[src/rtl/serial_adder_if.sv]
// Handshake and operand/result bundle between a requester and the serial adder.
// The requester drives start/sub/a/b; the adder answers with busy/done and the result fields.
interface serial_adder_if #(
  parameter int WIDTH = 16
);
  logic             start;
  logic             sub;
  logic [WIDTH-1:0] a;
  logic [WIDTH-1:0] b;
  logic             busy;
  logic             done;
  logic [WIDTH-1:0] sum;
  logic             carry_out;
  logic             overflow;

  modport master (
    output start, sub, a, b,
    input  busy, done, sum, carry_out, overflow
  );

  modport slave (
    input  start, sub, a, b,
    output busy, done, sum, carry_out, overflow
  );
endinterface

[src/rtl/serial_adder.sv]
// Bit-serial add/subtract unit: one full-adder cell walks a WIDTH-bit word LSB first,
// time-shared by operand shift registers, a carry flip-flop and a bit counter.
module serial_adder #(
  parameter int WIDTH = 16
) (
  input logic          clk,
  input logic          reset,
  serial_adder_if.slave bus
);

  localparam int CNT_W = $clog2(WIDTH);
  localparam logic [CNT_W-1:0] LAST_BIT = CNT_W'(WIDTH - 1);

  typedef enum logic [1:0] {
    IDLE,
    RUN,
    DONE
  } state_t;

  state_t           state;
  state_t           next_state;
  logic [WIDTH-1:0] ra;
  logic [WIDTH-1:0] rb;
  logic [WIDTH-1:0] rs;
  logic             cy;
  logic             c_msb;
  logic [CNT_W-1:0] cnt;
  logic [WIDTH-1:0] sum_r;
  logic             carry_r;
  logic             ovf_r;
  logic             done_r;
  logic             s;
  logic             co;

  // The single full-adder cell shared by every bit position.
  always_comb begin
    s  = ra[0] ^ rb[0] ^ cy;
    co = (ra[0] & rb[0]) | (cy & (ra[0] ^ rb[0]));
  end

  always_ff @(posedge clk) begin
    if (reset) begin
      state <= IDLE;
    end else begin
      state <= next_state;
    end
  end

  always_comb begin
    next_state = state;
    case (state)
      IDLE:    if (bus.start) next_state = RUN;
      RUN:     if (cnt == LAST_BIT) next_state = DONE;
      DONE:    next_state = IDLE;
      default: next_state = IDLE;
    endcase
  end

  // Subtraction feeds ~b with a carry-in of 1, so the same cell forms a + ~b + 1.
  always_ff @(posedge clk) begin
    if (reset) begin
      ra      <= '0;
      rb      <= '0;
      rs      <= '0;
      cy      <= 1'b0;
      c_msb   <= 1'b0;
      cnt     <= '0;
      sum_r   <= '0;
      carry_r <= 1'b0;
      ovf_r   <= 1'b0;
      done_r  <= 1'b0;
    end else begin
      done_r <= (state == DONE);
      case (state)
        IDLE: begin
          if (bus.start) begin
            ra  <= bus.a;
            rb  <= bus.sub ? ~bus.b : bus.b;
            cy  <= bus.sub;
            cnt <= '0;
          end
        end
        RUN: begin
          rs  <= {s, rs[WIDTH-1:1]};
          ra  <= ra >> 1;
          rb  <= rb >> 1;
          cy  <= co;
          cnt <= cnt + 1'b1;
          if (cnt == LAST_BIT) c_msb <= cy;
        end
        DONE: begin
          sum_r   <= rs;
          carry_r <= cy;
          ovf_r   <= c_msb ^ cy;
        end
        default: ;
      endcase
    end
  end

  // done is registered so it rises together with the result it announces.
  always_comb begin
    bus.busy      = (state == RUN);
    bus.done      = done_r;
    bus.sum       = sum_r;
    bus.carry_out = carry_r;
    bus.overflow  = ovf_r;
  end

endmodule

[src/flat_wrapper.sv]
// flat-port wrapper written by rule: the top's interface ports become plain ports
module serial_adder_flat 
#(
  parameter int WIDTH = 16
)
  (clk, reset, bus_start, bus_sub, bus_a, bus_b, bus_busy, bus_done, bus_sum, bus_carry_out, bus_overflow);
  serial_adder_if #(.WIDTH(WIDTH)) bus_i ();
  input logic clk;
  input logic reset;
  input wire logic [$bits(bus_i.start)-1:0] bus_start;
  input wire logic [$bits(bus_i.sub)-1:0] bus_sub;
  input wire logic [$bits(bus_i.a)-1:0] bus_a;
  input wire logic [$bits(bus_i.b)-1:0] bus_b;
  output wire logic [$bits(bus_i.busy)-1:0] bus_busy;
  output wire logic [$bits(bus_i.done)-1:0] bus_done;
  output wire logic [$bits(bus_i.sum)-1:0] bus_sum;
  output wire logic [$bits(bus_i.carry_out)-1:0] bus_carry_out;
  output wire logic [$bits(bus_i.overflow)-1:0] bus_overflow;
  assign bus_i.start = bus_start;
  assign bus_i.sub = bus_sub;
  assign bus_i.a = bus_a;
  assign bus_i.b = bus_b;
  assign bus_busy = bus_i.busy;
  assign bus_done = bus_i.done;
  assign bus_sum = bus_i.sum;
  assign bus_carry_out = bus_i.carry_out;
  assign bus_overflow = bus_i.overflow;
  serial_adder #(.WIDTH(WIDTH)) u_core (.clk(clk), .reset(reset), .bus(bus_i));
endmodule
[config.mk]
export PLATFORM = sky130hd
export DESIGN_NAME = serial_adder_flat
export DESIGN_NICKNAME = d
export VERILOG_FILES = /design/src/rtl/serial_adder_if.sv /design/src/rtl/serial_adder.sv /design/src/flat_wrapper.sv
export SDC_FILE = /design/constraint.sdc
export NUM_CORES = 1
export LEC_CHECK = 0
export CORE_MARGIN = 4
export CORE_UTILIZATION = 44
export DETAILED_ROUTE_END_ITERATION = 10
export GPL_TIMING_DRIVEN = 0
export PLACE_DENSITY = 0.82
export SYNTH_ARGS = -nofsm -noshare
export SYNTH_HDL_FRONTEND = slang
export SYNTH_SLANG_ARGS = --single-unit
[constraint.sdc]
create_clock -name clk -period 1.4 [get_ports clk]
set_clock_uncertainty 0.1 [all_clocks]
set_input_delay 0.42 -clock clk [delete_from_list [all_inputs] [get_ports clk]]
set_output_delay 0.42 -clock clk [all_outputs]
set_load 0.005 [all_outputs]
## After elaboration in Yosys (flattened, before gate mapping)

Index checks and enable logic that the tools add are counted.

| word-level totals | value |
|---|---|
| register bits after elaboration | 75 |
| bits of input ports | 36 |
| output and inout port bits | 20 |
| logic and storage cells | 41 |

| operators by class | value |
|---|---|
| add/subtract/negate cells | 1 |
| eq/ne operators | 5 |
| multiplexer cells | 12 |
| bitwise operators | 7 |
| reduce and logical (&&, ||, !) cells | 5 |

Operator list:

| cell | number |
|---|---|
| 16-bit one-hot mux with 2 select lines | 2 |
| 16-bit two-way mux | 3 |
| 16-bit inverter | 1 |
| 4-bit one-hot mux with 2 select lines | 1 |
| 2-bit AND reduction | 3 |
| 4-bit by 1-bit adder with 4-bit output (second input constant) | 1 |
| 4-bit == test (second input constant) | 1 |
| 2-bit two-way mux | 2 |
| 4-bit two-way mux | 1 |
| 2-bit one-hot mux with 2 select lines | 1 |
| 1-bit bitwise XOR | 3 |
| 1-bit AND | 2 |
| 2-bit by 1-bit == test with 1-bit output (second input constant) | 1 |
| 2-bit == test (second input constant) | 1 |
| 2-bit logical NOT | 1 |
| 2-bit by 1-bit inequality test with 1-bit output (second input constant) | 1 |
| 2-bit inequality test (second input constant) | 1 |
| 1-bit one-hot mux with 2 select lines | 1 |
| 2-bit nonzero test | 1 |
| 1-bit two-way mux | 1 |
| 1-bit OR | 1 |

## Depth between registers and ports, before layout

| depth | value |
|---|---|
| word-level depth | 4 |
| depth in mapped cells | 7 |
| mapped depth without buffers | 4 |

## Worst setup path after synthesis

OpenSTA, ideal clock, no wires.

| path | value |
|---|---|
| path kind | input-to-reg |
| start | in bus_start |
| end | reg u_core.ra[11] |
| arrival time | 1.216 ns |
| data required time | 1.168 ns |
| path slack | -0.048 ns |
| stages | 5 |
| buffers on the path | 2 |
| path through | buf_4 > buf_2 > or3b_1 > a21oi_1 > nor3_1 |

| between the ends | value |
|---|---|
| cells in the longest elaborated chain, start to end | 2 |

Ends and longest elaborated chain:

| what | line | source |
|---|---|---|
| start: declaration | flat_wrapper.sv:10 | `input wire logic [$bits(bus_i.start)-1:0] bus_start;` |
| 2-bit inequality test (no line) | n/a |  |
| 2-bit AND reduction (no line) | n/a |  |
| end signal: assignment | serial_adder.sv:77 | `ra <= bus.a;` |
| end signal: assignment | serial_adder.sv:85 | `ra <= ra >> 1;` |
| end: declaration | serial_adder.sv:22 | `logic [WIDTH-1:0] ra;` |

Every way passes these cells.
A chain may end at the register's enable or synchronous reset.

## Worst setup path in the final report

| path | value |
|---|---|
| start | reg u_core.state[1] |
| end | out bus_busy |

| between the ends | value |
|---|---|
| cells in the longest elaborated chain, start to end | 1 |

Ends and longest elaborated chain:

| what | line | source |
|---|---|---|
| start: declaration | serial_adder.sv:20 | `state_t state;` |
| start signal: assignment | serial_adder.sv:45 | `state <= next_state;` |
| 2-bit by 1-bit == test with 1-bit output | serial_adder.sv:103 | `bus.busy = (state == RUN);` |
| end: declaration | flat_wrapper.sv:14 | `output wire logic [$bits(bus_i.busy)-1:0] bus_busy;` |

Every way passes these cells.

==> metrics.yaml <==
timing:
  fin_crit_ns: 1.71
  timing.hold.ws_ns: 0.325
  hold_viol_final: 0
  post-route-period-util_pct: 122
  max_freq_ghz: 0.586
  setup_ws_ns: -0.306
  setup_viol: 36
  rsz0062_at_grt: "yes"
  relSlewSlack_pct: 59.6
  maxSlewViolCount: 0
  worst_slew_pin_slew_ns: 0.607
synth:
  ys_ff_latch: 75
  syn_nets: 407
  synth-simple-area-share_pct: 23.7
  synthAdderAreaFrac_pct: 1.01
  yosys_warnings: 0
  avgSynthCellArea_um2: 8.76
  synth_edf_count: 0
  synthMuxAreaShare_pct: 0.774
  syn_inst: 369
  synth_top_family_by_area: "simple AND/OR/NAND/NOR gates"
  synth_area_um2: 3230
  async_reset_ff_share_pct: 0
  ys.flop_type: "dfxtp_1"
  synth-compound-area-share_pct: 16.6
  synth-seq-area-share_pct: 46.4
  synth_xor_area_share_pct: 4.61
  synth_cell_types: 33
route:
  drc: 0
  num_vias: 3011
  wl_mm: 8.88
  postRouteAntennaNets: 0
  avgRoutedWirePerCell_um: 16.0
  dr.pass1.iters: 4
  vias_per_cell: 5.43
  drt-initial-drc-count: 253
floorplan:
  die_area_um2: 8780
  die_h_um: 93.7
  initial_utilization_pct: 46.3
  die_w_um: 93.7
  fp.coreArea_um2: 6980
  rows: 30
  pin_count: 56
cts:
  htree_levels: 3
  cts_tree: "built"
  clk_path_buf_depth: 2
  hold_buffers: 0
  cts_sinks: 75
  cts_buffers: 9
  clock_latency_ns: 0.35
  path_clk_slew_ns: 0.08
  clock-root-buffer: "clkbuf_8"
placed_design:
  place_congestion: 0.799
  dpl.hpwl_mm: 5.15
  postPlaceCellArea_um2: 3910
  port_buffers: 53
grt:
  grt-ovfl-total: 0
  grt_pass1_wl_mm: 13.4
  grt_max_degree: 19
  grt_pass1_vias: 2882
  grtUsageTotal_pct: 19.4
  antenna_found_initial: 0
layout:
  diodes: 0
  design_area_um2: 4800
  nNetsFinal: 492
  layout-drive-gt1-share_pct: 44.4
  final_cell_mix: "nand2_1, dfxtp_1, clkdlybuf4s50_1, a21oi_2, a21oi_1"
  syn_to_final_growth_pct: 48.4
  final_common_cell: "nand2_1"
setup_path:
  cp-start-kind: "flip-flop"
  critPathKind: "flip-flop to output pin"
  crit_required_ns: 0.88
  crit_chain: "nand2b_4 -> clkinv_4 -> buf_8 -> buf_8 -> buf_6"
  max_stage_delay_ns: 0.33
  cp_common_cell: "buf_8"
  cp_slowest_cell: "dfxtp_2"
  cp_max_fo: 2
  arrival_ns: 1.19
  endpoint_kind: "output pin"
outcome:
  failed_checks: "setup timing"
  status: "finished, violations left"
power_and_ir_drop:
  peakVddDrop_v: 0.000733
  powerDensity_nw_per_um2: 1050
  p_leak_nw: 1.80
run:
  max_cap_violations: 0
min_path:
  hold_class: "input pin to flip-flop"
[synthesized netlist by cell type, types with 8 or more instances]
cell type	instances	area, um^2
dfxtp_1	75	1500
buf_6	8	90.1
o22ai_1	15	93.8
a21oi_1	51	255
or3b_1	14	123
xnor2_1	16	140
nor3_1	17	85.1
nor2_1	25	93.8
nand2b_1	20	125
a22oi_1	18	135
nand2_1	66	248
buf_4	8	60.1
[logic make-up (layout without fill, tap and decap cells)]
| logic type | count (synthesis) | after routing |
|---|---|---|
| multiplexers | 2 | 2 |
| flip-flops | 75 | 75 |
| buffers and inverters | 33 | 123 |
| AND/OR/NAND/NOR | 151 | 151 |
| XOR/XNOR | 17 | 17 |
| AO/OA/AOI/OAI | 89 | 89 |
| adder cells (fa/ha/maj) | 2 | 2 |
[layout make-up]
class	count	area [um^2]
sequential	75	1530
clock buffer	10	128
clock inverter	6	88.8
fill	518	2180
tap	96	120
timing repair buffer	77	716
inverter	1	8.76
multi-input combinational	261	1930
buffer	29	283
[state kept, by name, summed over array words and instances (netlist names)]
name                  count
u_core.rb                16
u_core.cnt                4
u_core.cy                 1
u_core.ra                16
u_core.bus.carry_out      1
u_core.bus.overflow       1
u_core.state              2
u_core.c_msb              1
u_core.rs                16
u_core.bus.done           1
u_core.bus.sum           16
[stage by stage]
stage	setup WS (ns)	TNS [ns]	cells	utilization (%)	total power, mW
6_report	-0.306	-2.67	555	68.7	5.03
5_1_grt	-0.354	-5.65	555	68.7	5.20
4_1_cts	-0.315	-1.36	546	63.3	4.84
3_5_place_dp	-0.774	-48.91	518	56.0	2.94
3_3_place_gp	-0.739	-46.65	518	56.0	2.91
2_1_floorplan	-0.0124	-0.0124	369	-	2.73
[critical path, delay by kind of cell (launching register included)]
kind | cells | cell delay (ns)
AND/OR/NAND/NOR | 1 | 0.13
flip-flops | 1 | 0.33
buffers and inverters | 4 | 0.37
[power by group]
part | leakage (nW) | switching, mW | internal [mW]
registers | 0.622 | 0.0770 | 2.23
logic | 1.07 | 0.409 | 0.483
clock network | 0.103 | 0.823 | 1.01
[final timing paths]
| kind | from | end | slack (ns) | cells past startpoint |
|---|---|---|---|---|
| worst max-delay path | u_core.state[1] | bus_busy | -0.31 | 5 |
| worst min-delay path | bus_sub | u_core.rb[2] | 0.33 | 3 |
| worst max register to register | u_core.state[1] | u_core.rb[7] | -0.16 | 6 |
| worst min register to register | u_core.bus.sum[7] | u_core.bus.sum[7] | 0.36 | 2 |
[per-layer routing]
metal  up-vias  wire length, um  track usage [%]
li1       1430                -                -
met1      1448             3490             22.3
met2       105             4680             32.9
met3        28              441             4.17
met4         0              272             11.6
met5         -                0                0
[timing repair]
| item | CTS | global route |
|---|---|---|
| gates resized for setup | 143 | 97 |
| buffers inserted | 12 | 7 |
| setup endpoints to repair | 89 | 64 |
| cloned | 3 | 2 |
| pin swaps | 9 | 56 |
Power figures use the tool's default switching activity.
